<file path="config.mk">
export PLATFORM = sky130hd
export DESIGN_NAME = wb_bus_decoder
export DESIGN_NICKNAME = d
export VERILOG_FILES = /design/src/rtl/wb_dec_pkg.sv /design/src/rtl/wb_region_match.sv /design/src/rtl/wb_bus_decoder.sv
export SDC_FILE = /design/constraint.sdc
export NUM_CORES = 1
export LEC_CHECK = 0
export ABC_CLOCK_PERIOD_IN_PS = 3510
export CAP_MARGIN = 10
export CELL_PAD_IN_SITES_DETAIL_PLACEMENT = 0
export CELL_PAD_IN_SITES_GLOBAL_PLACEMENT = 1
export CORE_MARGIN = 8
export CORE_UTILIZATION = 28
export DETAILED_ROUTE_END_ITERATION = 7
export GPL_ROUTABILITY_DRIVEN = 0
export PLACE_DENSITY = 0.8
export SLEW_MARGIN = 30
export SYNTH_ARGS = -nofsm -noshare
export SYNTH_HDL_FRONTEND = slang
export SYNTH_SLANG_ARGS = --single-unit
</file>
<file path="constraint.sdc">
create_clock -name sys_clk -period 3.51 [get_ports sys_clk]
set_input_delay 0.702 -clock sys_clk [delete_from_list [all_inputs] [get_ports sys_clk]]
set_output_delay 0.702 -clock sys_clk [all_outputs]
set_load 0.05 [all_outputs]
</file>
<file path="src/rtl/wb_dec_pkg.sv">
// Shared types and 3DO address constants for the Wishbone bus decoder.
package wb_dec_pkg;

  typedef enum logic [1:0] {
    IDLE   = 2'd0,
    STUB   = 2'd1,
    ACTIVE = 2'd2,
    DONE   = 2'd3
  } state_t;

  localparam logic [31:0] MADAM_BASE   = 32'h0330_0000;
  localparam logic [31:0] CLIO_BASE    = 32'h0340_0000;
  localparam logic [31:0] SVF_ADDR0    = 32'h0320_6100;
  localparam logic [31:0] SVF_ADDR1    = 32'h0320_6900;
  localparam logic [31:0] SVF2_ADDR    = 32'h0320_02B4;
  localparam logic [31:0] DEF_ERR_DATA = 32'hDEAD_BEEF;

endpackage

</file>
<file path="src/rtl/wb_region_match.sv">
// Combinational masked address compare over N regions; lowest index wins the encode.
module wb_region_match #(
  parameter int unsigned N     = 4,
  parameter int unsigned AW    = 32,
  parameter int unsigned IDX_W = (N > 1) ? $clog2(N) : 1
) (
  input  logic [AW-1:0]    adr,
  input  logic [N*AW-1:0]  base,
  input  logic [N*AW-1:0]  mask,
  output logic [N-1:0]     hit,
  output logic [IDX_W-1:0] idx
);

  always_comb begin
    hit = '0;
    idx = '0;
    for (int i = 0; i < int'(N); i++) begin
      hit[i] = ((adr & mask[i*AW +: AW]) == base[i*AW +: AW]);
    end
    // Scan downward so the lowest hitting index is the last one written.
    for (int i = int'(N) - 1; i >= 0; i--) begin
      if (hit[i]) idx = IDX_W'(i);
    end
  end

endmodule

</file>
<file path="src/rtl/wb_bus_decoder.sv">
// Registered Wishbone address decoder with stub responses, default port and timeout.
// Optional WB_DEC_STATS_EN enables the saturating err_count timeout counter.
module wb_bus_decoder
  import wb_dec_pkg::*;
#(
  parameter int unsigned NUM_SLAVES = 4,
  parameter int unsigned ADDR_W     = 32,
  parameter int unsigned DATA_W     = 32,
  parameter logic [NUM_SLAVES*ADDR_W-1:0] SLV_BASE =
    {32'h0360_0000, 32'h0350_0000, CLIO_BASE, MADAM_BASE},
  parameter logic [NUM_SLAVES*ADDR_W-1:0] SLV_MASK = {4{32'hFFFF_0000}},
  parameter int unsigned NUM_STUBS  = 3,
  parameter logic [((NUM_STUBS > 0) ? NUM_STUBS : 1)*ADDR_W-1:0] STUB_ADDR =
    {SVF2_ADDR, SVF_ADDR1, SVF_ADDR0},
  parameter logic [((NUM_STUBS > 0) ? NUM_STUBS : 1)*DATA_W-1:0] STUB_DATA =
    {32'h0000_0000, 32'hBADA_CCE5, 32'hBADA_CCE5},
  parameter int unsigned TIMEOUT    = 255,
  parameter logic [DATA_W-1:0] ERR_DATA = DEF_ERR_DATA
) (
  input  logic                         sys_clk,
  input  logic                         reset,
  input  logic [ADDR_W-1:0]            m_adr,
  input  logic [DATA_W-1:0]            m_dat_w,
  input  logic [DATA_W/8-1:0]          m_sel,
  input  logic                         m_we,
  input  logic                         m_cyc,
  input  logic                         m_stb,
  output logic [DATA_W-1:0]            m_dat_r,
  output logic                         m_ack,
  output logic                         m_err,
  output logic [ADDR_W-1:0]            s_adr,
  output logic [DATA_W-1:0]            s_dat_w,
  output logic [DATA_W/8-1:0]          s_sel,
  output logic                         s_we,
  output logic [NUM_SLAVES-1:0]        s_cyc,
  output logic [NUM_SLAVES-1:0]        s_stb,
  input  logic [NUM_SLAVES*DATA_W-1:0] s_dat_r,
  input  logic [NUM_SLAVES-1:0]        s_ack,
  output logic                         d_cyc,
  output logic                         d_stb,
  input  logic [DATA_W-1:0]            d_dat_r,
  input  logic                         d_ack,
  output logic [15:0]                  err_count
);

  localparam int unsigned SEL_W  = DATA_W / 8;
  localparam int unsigned NS     = (NUM_STUBS > 0) ? NUM_STUBS : 1;
  localparam int unsigned SIDX_W = (NUM_SLAVES > 1) ? $clog2(NUM_SLAVES) : 1;
  localparam int unsigned KIDX_W = (NS > 1) ? $clog2(NS) : 1;
  localparam int unsigned CNT_W  = 16;

  state_t              state_q, state_n;
  logic [CNT_W-1:0]    tmo_q, tmo_n;
  logic [KIDX_W-1:0]   stub_idx_q, stub_idx_n;
  logic                stub_we_q, stub_we_n;

  logic [DATA_W-1:0]     m_dat_r_n;
  logic                  m_ack_n, m_err_n;
  logic [ADDR_W-1:0]     s_adr_n;
  logic [DATA_W-1:0]     s_dat_w_n;
  logic [SEL_W-1:0]      s_sel_n;
  logic                  s_we_n;
  logic [NUM_SLAVES-1:0] s_cyc_n, s_stb_n;
  logic                  d_cyc_n, d_stb_n;

  logic [NUM_SLAVES-1:0] slv_hit;
  logic [SIDX_W-1:0]     slv_idx;
  logic [NS-1:0]         stub_hit;
  logic [KIDX_W-1:0]     stub_idx;

  logic                  sel_ack;
  logic [DATA_W-1:0]     sel_dat;
  logic [DATA_W-1:0]     stub_dat;

  wb_region_match #(
    .N     (NUM_SLAVES),
    .AW    (ADDR_W),
    .IDX_W (SIDX_W)
  ) u_slv_match (
    .adr  (m_adr),
    .base (SLV_BASE),
    .mask (SLV_MASK),
    .hit  (slv_hit),
    .idx  (slv_idx)
  );

  generate
    if (NUM_STUBS > 0) begin : g_stub
      wb_region_match #(
        .N     (NUM_STUBS),
        .AW    (ADDR_W),
        .IDX_W (KIDX_W)
      ) u_stub_match (
        .adr  (m_adr),
        .base (STUB_ADDR),
        .mask ({(NUM_STUBS*ADDR_W){1'b1}}),
        .hit  (stub_hit),
        .idx  (stub_idx)
      );
    end else begin : g_nostub
      assign stub_hit = '0;
      assign stub_idx = '0;
    end
  endgenerate

  // Only the port whose strobe is live can complete the access.
  always_comb begin
    sel_ack = (d_cyc & d_ack) | (|(s_cyc & s_ack));
    sel_dat = d_dat_r;
    for (int i = 0; i < int'(NUM_SLAVES); i++) begin
      if (s_cyc[i]) sel_dat = s_dat_r[i*DATA_W +: DATA_W];
    end
  end

  always_comb begin
    stub_dat = '0;
    for (int k = 0; k < int'(NS); k++) begin
      if (stub_idx_q == KIDX_W'(k)) stub_dat = STUB_DATA[k*DATA_W +: DATA_W];
    end
  end

  always_comb begin
    state_n    = state_q;
    tmo_n      = tmo_q;
    stub_idx_n = stub_idx_q;
    stub_we_n  = stub_we_q;
    m_dat_r_n  = m_dat_r;
    m_ack_n    = 1'b0;
    m_err_n    = 1'b0;
    s_adr_n    = s_adr;
    s_dat_w_n  = s_dat_w;
    s_sel_n    = s_sel;
    s_we_n     = s_we;
    s_cyc_n    = s_cyc;
    s_stb_n    = s_stb;
    d_cyc_n    = d_cyc;
    d_stb_n    = d_stb;

    case (state_q)
      IDLE: begin
        if (m_cyc && m_stb) begin
          if (|stub_hit) begin
            state_n    = STUB;
            stub_idx_n = stub_idx;
            stub_we_n  = m_we;
          end else begin
            state_n   = ACTIVE;
            tmo_n     = '0;
            s_adr_n   = m_adr;
            s_dat_w_n = m_dat_w;
            s_sel_n   = m_sel;
            s_we_n    = m_we;
            if (|slv_hit) begin
              s_cyc_n = NUM_SLAVES'(1) << slv_idx;
              s_stb_n = NUM_SLAVES'(1) << slv_idx;
            end else begin
              d_cyc_n = 1'b1;
              d_stb_n = 1'b1;
            end
          end
        end
      end

      STUB: begin
        m_ack_n = 1'b1;
        if (!stub_we_q) m_dat_r_n = stub_dat;
        state_n = DONE;
      end

      ACTIVE: begin
        // Abort, then ack, then timeout: an ack in the timeout cycle still completes.
        if (!(m_cyc && m_stb)) begin
          s_cyc_n = '0;
          s_stb_n = '0;
          d_cyc_n = 1'b0;
          d_stb_n = 1'b0;
          state_n = IDLE;
        end else if (sel_ack) begin
          m_ack_n = 1'b1;
          if (!s_we) m_dat_r_n = sel_dat;
          s_cyc_n = '0;
          s_stb_n = '0;
          d_cyc_n = 1'b0;
          d_stb_n = 1'b0;
          state_n = DONE;
        end else if (tmo_q == CNT_W'(TIMEOUT - 1)) begin
          m_err_n   = 1'b1;
          m_dat_r_n = ERR_DATA;
          s_cyc_n   = '0;
          s_stb_n   = '0;
          d_cyc_n   = 1'b0;
          d_stb_n   = 1'b0;
          state_n   = DONE;
        end else begin
          tmo_n = tmo_q + CNT_W'(1);
        end
      end

      DONE: begin
        state_n = IDLE;
      end

      default: begin
        state_n = IDLE;
      end
    endcase
  end

  always_ff @(posedge sys_clk) begin
    if (reset) begin
      state_q    <= IDLE;
      tmo_q      <= '0;
      stub_idx_q <= '0;
      stub_we_q  <= 1'b0;
      m_dat_r    <= '0;
      m_ack      <= 1'b0;
      m_err      <= 1'b0;
      s_adr      <= '0;
      s_dat_w    <= '0;
      s_sel      <= '0;
      s_we       <= 1'b0;
      s_cyc      <= '0;
      s_stb      <= '0;
      d_cyc      <= 1'b0;
      d_stb      <= 1'b0;
    end else begin
      state_q    <= state_n;
      tmo_q      <= tmo_n;
      stub_idx_q <= stub_idx_n;
      stub_we_q  <= stub_we_n;
      m_dat_r    <= m_dat_r_n;
      m_ack      <= m_ack_n;
      m_err      <= m_err_n;
      s_adr      <= s_adr_n;
      s_dat_w    <= s_dat_w_n;
      s_sel      <= s_sel_n;
      s_we       <= s_we_n;
      s_cyc      <= s_cyc_n;
      s_stb      <= s_stb_n;
      d_cyc      <= d_cyc_n;
      d_stb      <= d_stb_n;
    end
  end

`ifdef WB_DEC_STATS_EN
  // m_err is only ever raised by a timeout, so its next value marks the event.
  always_ff @(posedge sys_clk) begin
    if (reset) begin
      err_count <= '0;
    end else if (m_err_n && (err_count != 16'hFFFF)) begin
      err_count <= err_count + 16'd1;
    end
  end
`else
  assign err_count = '0;
`endif

endmodule

</file>
==> results of run 1 <==
[synthesized netlist by cell type (11+ instances only)]
library cell  instances
buf_4                23
o22ai_1              18
nor2_1               27
mux2_2               29
nand2b_1             28
nand3_1              87
nand2_1              32
nor3_1               11
dfxtp_1             128
a21oi_1             136
o2bb2ai_1            14
mux2i_1              35
o21ai_0             114
clkbuf_1             63
[where the power goes]
part	switching, mW	internal, mW	total, mW
sequential	0.117	1.66	1.78
combinational	1.57	0.977	2.55
clock	0.687	1.27	1.96
total	2.37	3.91	6.29
[registers in the layout, indices dropped and copies added (netlist names), 2 cells and up]
signal	cells
m_dat_r	32
s_adr	32
s_dat_w	32
tmo_q	16
s_sel	4
s_stb	4
state_q	2
[layout make-up]
cell class              instances  share of cell area [%]
inverters                       8                   0.265
diodes                          1                  0.0221
repair buffers                376                    32.7
clock buffers                  21                    4.25
multi-input cells             646                    35.0
flip-flops and latches        128                    22.7
clock inverters                11                    1.54
well taps                     324                    3.58
[worst max path at each step]
stage                   start  endpoint  cells past startpoint
floorplan           m_adr[31]  s_stb[1]                      6
global placement    m_adr[31]  s_stb[1]                      6
detailed placement  m_adr[31]  s_stb[1]                      6
CTS                 m_adr[31]  s_stb[1]                      6
global route        m_adr[31]  s_stb[1]                      6
finish              m_adr[31]  s_stb[1]                      6
[routing by layer]
metal  part of all wire, %  wire length [um]  vias to the layer above  track usage, %
met2                    49             14800                      248            32.9
met4                   1.8               534                        0            5.45
li1                      -                 -                     3798               -
met1                    43             13100                     3627            23.8
met5                     0                 0                        -               0
met3                   5.9              1780                       30            4.79
[per-stage QoR]
step	util [%]	total power [mW]
2_1_floorplan	-	3.41
3_3_place_gp	43.8	4.34
3_5_place_dp	43.8	4.37
4_1_cts	46.5	6.35
5_1_grt	46.5	6.59
6_report	46.5	6.29
[cells in the final DEF (no fill, tap or decap), types with 6 or more instances in the layout]
cell type	Yosys	layout
clkdlybuf4s50_1	0	349
a21oi_1	136	136
dfxtp_1	128	124
o21ai_0	114	114
nand3_1	87	87
mux2i_1	35	35
nand2_1	32	31
mux2_2	29	29
nand2b_1	28	28
nor2_1	27	27
buf_4	23	27
o22ai_1	18	18
clkbuf_16	0	17
conb_1	1	16
o2bb2ai_1	14	14
nor3_1	11	10
inv_1	8	8
a31oi_1	8	8
a311oi_1	6	6
[kinds of logic (layout without fill, tap and decap cells)]
kind of cell,after synthesis,after routing,synth area share [%]
AOI/OAI and AO/OA,332,332,27.3
xor gates and xnor gates,1,1,0.126
adders and majority gates,5,5,0.900
buffers and inverters,108,416,7.34
DFF,128,128,36.8
muxes,65,65,9.95
other,1,17,0.0539
and+or+nand+nor,227,227,17.5
==> impl_metrics.csv, run 1 <==
group,metric,value,unit
clock_network,numCtsBuffers,17,
logic_synthesis,syn_inst,867,
layout,stdcell_count,1515,
grt,grt-ovfl-total,0,
placement,port_buffers,350,
critical_path,rr_worst_depth,8,
critical_path,regToRegEndpoint,"m_dat_r[14]",
sta,setup_ws,582,ps
critical_path,r2r_slack,1060,ps
drt,ant_nets,0,
clock_network,h-tree-depth,4,
drt,drc,0,
floorplanning,die_h,174,um
placement,placed_area,10700,um2
sta,min_period,2930,ps
floorplanning,die_w,174,um
power_and_ir_drop,leakagePower,3.81,nW
layout,multi_input_area,3960,um2
grt,grtUsageTotal,19.3,%
drt,drt_first_pass_iters,4,
clock_network,clock_latency,420,ps
clock_network,ctsResizeCount,0,
layout,nFillCells,2387,
drt,vias_per_cell,5.08,
power_and_ir_drop,powerDensity,556,nW/um2
hold_path,hold_end,"m_dat_r[17]",
layout,seq_area,2570,um2
logic_synthesis,yosys.area.top_type,"dfxtp_1",
sta,hold-worst-slack,463,ps
floorplanning,rows,57,
layout,layout.nets,1420,
outcome,status,"complete, no violations",
logic_synthesis,syn_avg_cell_area,8.02,um2
floorplanning,ios,367,
grt,grt_pass1_wl,46300,um
sta,tightest_slew,777,ps
placement,dp.final_hpwl,22700,um
layout,area_delta_synth_final,62.7,%
critical_path,crit_type,"primary input to flip-flop",
power_and_ir_drop,ir_drop,346,uV
floorplanning,core,24300,um2
critical_path,cpMostUsedCell,"or4_4",
layout,design_area,11300,um2
critical_path,cp-end-kind,"flip-flop",
clock_network,cts_root_buffer,"clkbuf_16",
grt,antenna_found_initial,1,
logic_synthesis,async_reset_ff_share,0,%
hold_path,hp-start,"m_dat_r[17]",
placement,dp_cells,1482,
grt,grt_max_degree,70,
critical_path,path_cells,"clkdlybuf4s50_1 > or4_4 > or4_4 > o31a_1 > or4_4 > mux2_4",
hold_path,hold_depth,1,
clock_network,holdBufCountCts,0,
drt,drt-total-wl,30300,um
clock_network,clkTransAtPathRegs,60,ps
critical_path,path_buf_inv,1,
grt,grt_pass1_vias,7740,
floorplanning,die_area,30100,um2
hold_path,worstHoldPathType,"flip-flop to flip-flop",
logic_synthesis,synth_cell_types,61,
logic_synthesis,synthFlopType,"dfxtp_1",
clock_network,cts_buffer_depth,2,
logic_synthesis,synth_top_area_share,36.8,%
sta,slew_headroom,48.2,%
critical_path,critPathMaxFanout,4,
sta,fmax,342,MHz
logic_synthesis,yosys_warnings,0,
critical_path,max_stage_delay,560,ps
critical_path,path_delay_family,"simple AND/OR/NAND/NOR gates",
layout,drive_gt1_share,8.91,%
critical_path,cp.arrival,3230,ps
drt,wire_per_inst,20.0,um
logic_synthesis,syn-cell-area,6950,um2
critical_path,crit_required,3810,ps
sta,setup_tns,0,ps
clock_network,cts_setup_buffers,0,
sta,rsz0062_at_grt,"no",
sta,drv_slew,0,
clock_network,cts.sinks,128,
logic_synthesis,synth.area.top_cells,"dfxtp_1 (37%), a21oi_1 (9.8%), o21ai_0 (8.2%)",
logic_synthesis,synth-edff-count,0,
drt,vias,7703,
critical_path,crit_path_start_kind,"primary input",
logic_synthesis,synth-seq-cells,128,
sta,hold_viol,0,
job,maxCapViolations,0,
sta,finalSetupViolCount,0,
drt,drt_iter0_drc,514,
clock_network,cts_tree,"yes",
sta,final.setup_skew,8.37,ps
floorplanning,start_util,28.6,%
placement,pre_cts_ws,168,ps
sta,fin_crit_sh,83.4,%
critical_path,worst_path_max_delay_cell,"or4_4",
critical_path,r2r_start,"s_stb[2]",
logic_synthesis,ys_seq_area_share,36.8,%
(Power assumes the default switching activity.)
==> run 2: changes to the inputs <==
--- a/config.mk
+++ b/config.mk
@@ -5,7 +5,7 @@
 export SDC_FILE = /design/constraint.sdc
 export NUM_CORES = 1
 export LEC_CHECK = 0
-export ABC_CLOCK_PERIOD_IN_PS = 3510
+export ABC_CLOCK_PERIOD_IN_PS = 2700
 export CAP_MARGIN = 10
 export CELL_PAD_IN_SITES_DETAIL_PLACEMENT = 0
 export CELL_PAD_IN_SITES_GLOBAL_PLACEMENT = 1
==> constraint.sdc (replaced) <==
create_clock -name sys_clk -period 2.7 [get_ports sys_clk]
set_input_delay 0.54 -clock sys_clk [delete_from_list [all_inputs] [get_ports sys_clk]]
set_output_delay 0.54 -clock sys_clk [all_outputs]
set_load 0.05 [all_outputs]
==> run 2 against run 1 <==
Net effect: final cell count up 2.0%; via count up 2.1%; worst setup slack worse by 520 ps; critical path type unchanged; largest cell class is now buffers; largest power group unchanged.
==> impl_metrics.csv, run 2 (synthesis results as in run 1) <==
group,metric,value,unit
power_and_ir_drop,p_int,4.96,mW
drt,ant_nets,0,
sta,rsz0062_at_grt,"no",
layout,largestRegisters,"m_dat_r: 32 flops, s_adr: 32 flops, s_dat_w: 32 flops",
floorplanning,rows,57,
sta,fin_crit_sh,97.6,%
placement,dp.final_hpwl,23500,um
critical_path,cp-end-kind,"flip-flop",
clock_network,holdBufCountCts,0,
power_and_ir_drop,power.share.sequential,28.4,%
critical_path,crit_type,"primary input to flip-flop",
grt,antenna_found_initial,0,
critical_path,r2r_start,"tmo_q[1]",
layout,num_antenna_cells,0,
clock_network,cts.sinks,128,
drt,drt_first_pass_iters,7,
clock_network,cts_buffer_depth,2,
clock_network,h-tree-depth,4,
critical_path,crit_path_start_kind,"primary input",
drt,vias,7867,
power_and_ir_drop,leakagePower,3.99,nW
clock_network,cts_setup_buffers,0,
clock_network,numCtsBuffers,17,
layout,area_delta_synth_final,66.4,%
placement,port_buffers,350,
clock_network,clkTransAtPathRegs,60,ps
drt,vias_per_cell,5.09,
clock_network,cts_root_buffer,"clkbuf_16",
grt,grt_pass1_vias,7917,
layout,layout.nets,1452,
power_and_ir_drop,power_switching_share,38.8,%
sta,min_period,2630,ps
sta,fmax,380,MHz
drt,drt-total-wl,30700,um
layout,nFillCells,2328,
sta,hold-worst-slack,424,ps
hold_path,worstHoldPathType,"primary input to flip-flop",
sta,final.setup_skew,11.4,ps
layout,drive_gt1_share,11.4,%
power_and_ir_drop,ir_drop,403,uV
drt,wire_per_inst,19.8,um
layout,seq_area,2570,um2
grt,grt_max_degree,70,
layout,final_common_cell,"clkdlybuf4s50_1",
layout,multi_input_area,3960,um2
floorplanning,die_w,174,um
critical_path,r2r_slack,310,ps
clock_network,ctsResizeCount,0,
critical_path,startpoint,"m_adr[27]",
job,maxCapViolations,0,
sta,hold_viol,0,
sta,slew_headroom,56.6,%
outcome,status,"complete, no violations",
grt,grtUsageTotal,19.8,%
drt,drt_iter0_drc,476,
critical_path,crit_required,3000,ps
floorplanning,ios,367,
power_and_ir_drop,fin_total_pwr,8.11,mW
power_and_ir_drop,clkPwrFrac,29.8,%
critical_path,cp.arrival,2940,ps
layout,layout_common_cells,"clkdlybuf4s50_1 (344), a21oi_1 (136), dfxtp_1 (124), o21ai_0 (114), nand3_1 (87)",
layout,design_area,11600,um2
floorplanning,core,24300,um2
floorplanning,die_area,30100,um2
clock_network,cts_tree,"yes",
power_and_ir_drop,powerDensity,701,nW/um2
drt,drc,0,
power_and_ir_drop,p_switching,3.14,mW
critical_path,critPathMaxFanout,3,
sta,finalSetupViolCount,0,
hold_path,hp-start,"m_adr[17]",
placement,placed_area,11000,um2
clock_network,clock_latency,420,ps
floorplanning,die_h,174,um
power_and_ir_drop,p_comb_share,41.8,%
floorplanning,start_util,28.6,%
sta,tightest_slew,648,ps
sta,drv_slew,0,
grt,grt_pass1_wl,47300,um
grt,grt-ovfl-total,0,
sta,setup_tns,0,ps
run 2: cell types whose count changed in the layout (fill, tap and decap cells not counted), sizes merged, moves of 3 or more:
cell	previous run	this run
clkdlybuf4s50	349	344
dlymetal6s2s	0	3
buf	27	61
clkinv	3	6
clkbuf	21	18
run 2: worst max-delay path: stages:
cell,delay (ps)
clkdlybuf4s50_1,420
or3_1,400
or4_4,550
o31a_1,290
or4_4,430
mux2_4,310
run 2: stage by stage:
| stage | util, % | setup WS [ps] | instances |
|---|---|---|---|
| final | 47.6 | 65.5 | 1546 |
| after floorplan | - | -13.1 | 882 |
| after detailed placement | 45.0 | -432 | 1514 |
| after CTS | 47.6 | 6.18 | 1546 |
| after global placement | 45.0 | -424 | 1514 |
| after global routing | 47.6 | 18.6 | 1546 |
run 2: final timing paths:
check,endpoint,cells past startpoint
worst max-delay path,s_stb[1],6
worst min-delay path,s_adr[17],3
worst max register to register,s_stb[1],6
worst min register to register,m_dat_r[9],1
run 2: area by class of cell:
class | instances | share of cell area [%]
inverters | 8 | 0.259
multi-input cells | 646 | 34.2
clock buffers | 18 | 3.71
repair buffers | 408 | 34.6
flip-flops and latches | 128 | 22.2
well taps | 324 | 3.50
clock inverters | 14 | 1.58
run 2: power groups by stage:
stage	Clock (mW)	Combinational, mW	Sequential (mW)
global placement	0	3.39	2.33
finish	2.42	3.39	2.30
CTS	2.48	3.42	2.30
global route	2.57	3.61	2.34
detailed placement	0	3.40	2.34
floorplan	0	1.22	3.22
run 2: routing by layer:
metal | wire, um | track usage, % | up-vias | share of wire (%)
li1 | - | - | 3858 | -
met1 | 12900 | 24.0 | 3687 | 42
met2 | 14900 | 33.4 | 282 | 49
met3 | 2080 | 5.69 | 40 | 6.8
met4 | 777 | 5.91 | 0 | 2.5
met5 | 0 | 0 | - | 0
==> run 3: changes to the inputs <==
--- a/config.mk
+++ b/config.mk
@@ -10,11 +10,13 @@
 export CELL_PAD_IN_SITES_DETAIL_PLACEMENT = 0
 export CELL_PAD_IN_SITES_GLOBAL_PLACEMENT = 1
 export CORE_MARGIN = 8
-export CORE_UTILIZATION = 28
+export CORE_UTILIZATION = 32
 export DETAILED_ROUTE_END_ITERATION = 7
 export GPL_ROUTABILITY_DRIVEN = 0
-export PLACE_DENSITY = 0.8
+export PLACE_DENSITY = 0.79
+export SKIP_CTS_REPAIR_TIMING = 1
 export SLEW_MARGIN = 30
 export SYNTH_ARGS = -nofsm -noshare
 export SYNTH_HDL_FRONTEND = slang
+export SYNTH_HIERARCHICAL = 1
 export SYNTH_SLANG_ARGS = --single-unit
==> run 3 against run 2 <==
Net effect: non-clock buffer count is 88 higher; via count is 67% higher; sequential share of layout area is 8.7 points lower; combinational power is 28% higher; clock power hardly changed; routed wire length is 50% higher; clock skew is 1.5 ps lower; critical path type unchanged.
==> impl_metrics.csv, run 3 <==
group,metric,value,unit
outcome,status,"complete, no violations",
grt,grtUsageTotal,22.5,%
grt,grt_pass1_vias,11900,
logic_synthesis,yosys_warnings,6,
sta,min_period,2610,ps
critical_path,path_cells,"dlymetal6s2s_1 > buf_6 > a21o_1 > a211oi_2 > nand4_1 > nor4_4 > nor3_2 > and3_2 > a21o_1 > or4_1 > nand2_1",
critical_path,crit_path_start_kind,"primary input",
logic_synthesis,syn_inst,1416,
clock_network,h-tree-depth,4,
floorplanning,rows,66,
grt,grt_max_degree,91,
layout,multi_input_area,10400,um2
layout,seq_area,2560,um2
critical_path,worst_path_max_delay_cell,"or4_1",
drt,drt-total-wl,46100,um
sta,rsz0062_at_grt,"no",
logic_synthesis,syn_avg_cell_area,7.33,um2
clock_network,cts_tree,"yes",
sta,final.setup_skew,9.98,ps
hold_path,worstHoldPathType,"flip-flop to flip-flop",
grt,grt_pass1_wl,67900,um
critical_path,cp-end-kind,"flip-flop",
layout,layout.nets,2871,
layout,layout_common_cells,"conb_1 (784), clkdlybuf4s50_1 (315), nand2_1 (263), a21oi_1 (181), dfxtp_1 (126)",
floorplanning,die_w,196,um
critical_path,cp.arrival,2980,ps
grt,grt-ovfl-total,0,
placement,dp.final_hpwl,37100,um
floorplanning,start_util,32.2,%
drt,ant_nets,0,
floorplanning,core,32200,um2
layout,final_common_cell,"conb_1",
power_and_ir_drop,powerDensity,478,nW/um2
layout,drive_gt1_share,8.90,%
clock_network,cts_buffer_depth,2,
sta,slew_headroom,56.2,%
clock_network,numCtsBuffers,17,
layout,nFillCells,3079,
floorplanning,die_area,38500,um2
clock_network,clkTransAtPathRegs,60,ps
drt,vias_per_cell,4.29,
layout,area_delta_synth_final,83.0,%
sta,drv_slew,0,
critical_path,critPathMaxFanout,7,
clock_network,cts_root_buffer,"clkbuf_16",
job,maxCapViolations,0,
critical_path,max_stage_delay,490,ps
clock_network,cts.sinks,128,
layout,largestRegisters,"m_dat_r: 32 flops, s_adr: 32 flops, s_dat_w: 32 flops",
sta,fmax,383,MHz
power_and_ir_drop,fin_total_pwr,9.08,mW
logic_synthesis,syn-cell-area,10400,um2
critical_path,cpMostUsedCell,"a21o_1",
drt,drc,0,
drt,drt_first_pass_iters,5,
floorplanning,die_h,196,um
drt,wire_per_inst,15.1,um
layout,fin_util,59.0,%
sta,tightest_slew,655,ps
grt,antenna_found_initial,3,
critical_path,crit_type,"primary input to flip-flop",
drt,vias,13100,
sta,hold_viol,0,
drt,drt_iter0_drc,608,
sta,fin_crit_sh,96.7,%
clock_network,clock_latency,430,ps
placement,port_buffers,350,
sta,hold-worst-slack,453,ps
critical_path,crit_required,3070,ps
sta,finalSetupViolCount,0,
power_and_ir_drop,ir_drop,408,uV
floorplanning,ios,367,
power_and_ir_drop,leakagePower,9.20,nW
run 3: layout make-up:
type,count,area share (%)
repair buffers,496,25.3
multi-input cells,1965,55.0
well taps,408,2.69
flip-flops and latches,128,13.5
clock buffers,19,2.33
diodes,3,0.0395
inverters,20,0.395
clock inverters,13,0.810
run 3: worst paths after layout:
check | from | end | slack [ps] | cells past startpoint
min | s_dat_w[18] | s_dat_w[18] | 450 | 2
min reg2reg | s_dat_w[18] | s_dat_w[18] | 450 | 2
max | m_adr[22] | tmo_q[8] | 90 | 11
max reg2reg | d_stb | tmo_q[10] | 420 | 7
run 3: critical path: cells and delay by family:
| family | cells | cell delay, ps |
|---|---|---|
| AND/OR/NAND/NOR | 6 | 1540 |
| buffers and inverters | 2 | 360 |
| AO/OA/AOI/OAI | 3 | 530 |
run 3: metal layers:
metal / GRT usage [%] / vias up / wire length, um
met2: 40.1 / 282 / 22800
met5: 0 / - / 11
li1: - / 6888 / -
met4: 6.74 / 2 / 1060
met1: 27.2 / 5873 / 20000
met3: 3.74 / 57 / 2170
run 3: through the flow:
step,cells,setup slack [ps],TNS [ps],area [um2]
floorplan,2198,-34.2,-34.2,13300
finish,3052,89.8,0,19000
global route,3051,5.28,0,19000
detailed placement,3004,-884,-77110,18000
CTS,3036,-441,-31040,18600
global placement,3004,-838,-71900,18000
run 3: where the power goes:
group	total [mW]	leakage, nW	switching, mW	internal (mW)
clock network	2.41	0.284	1.00	1.41
logic	4.35	7.87	2.63	1.72
registers	2.33	1.04	0.164	2.16
total	9.08	9.20	3.80	5.29
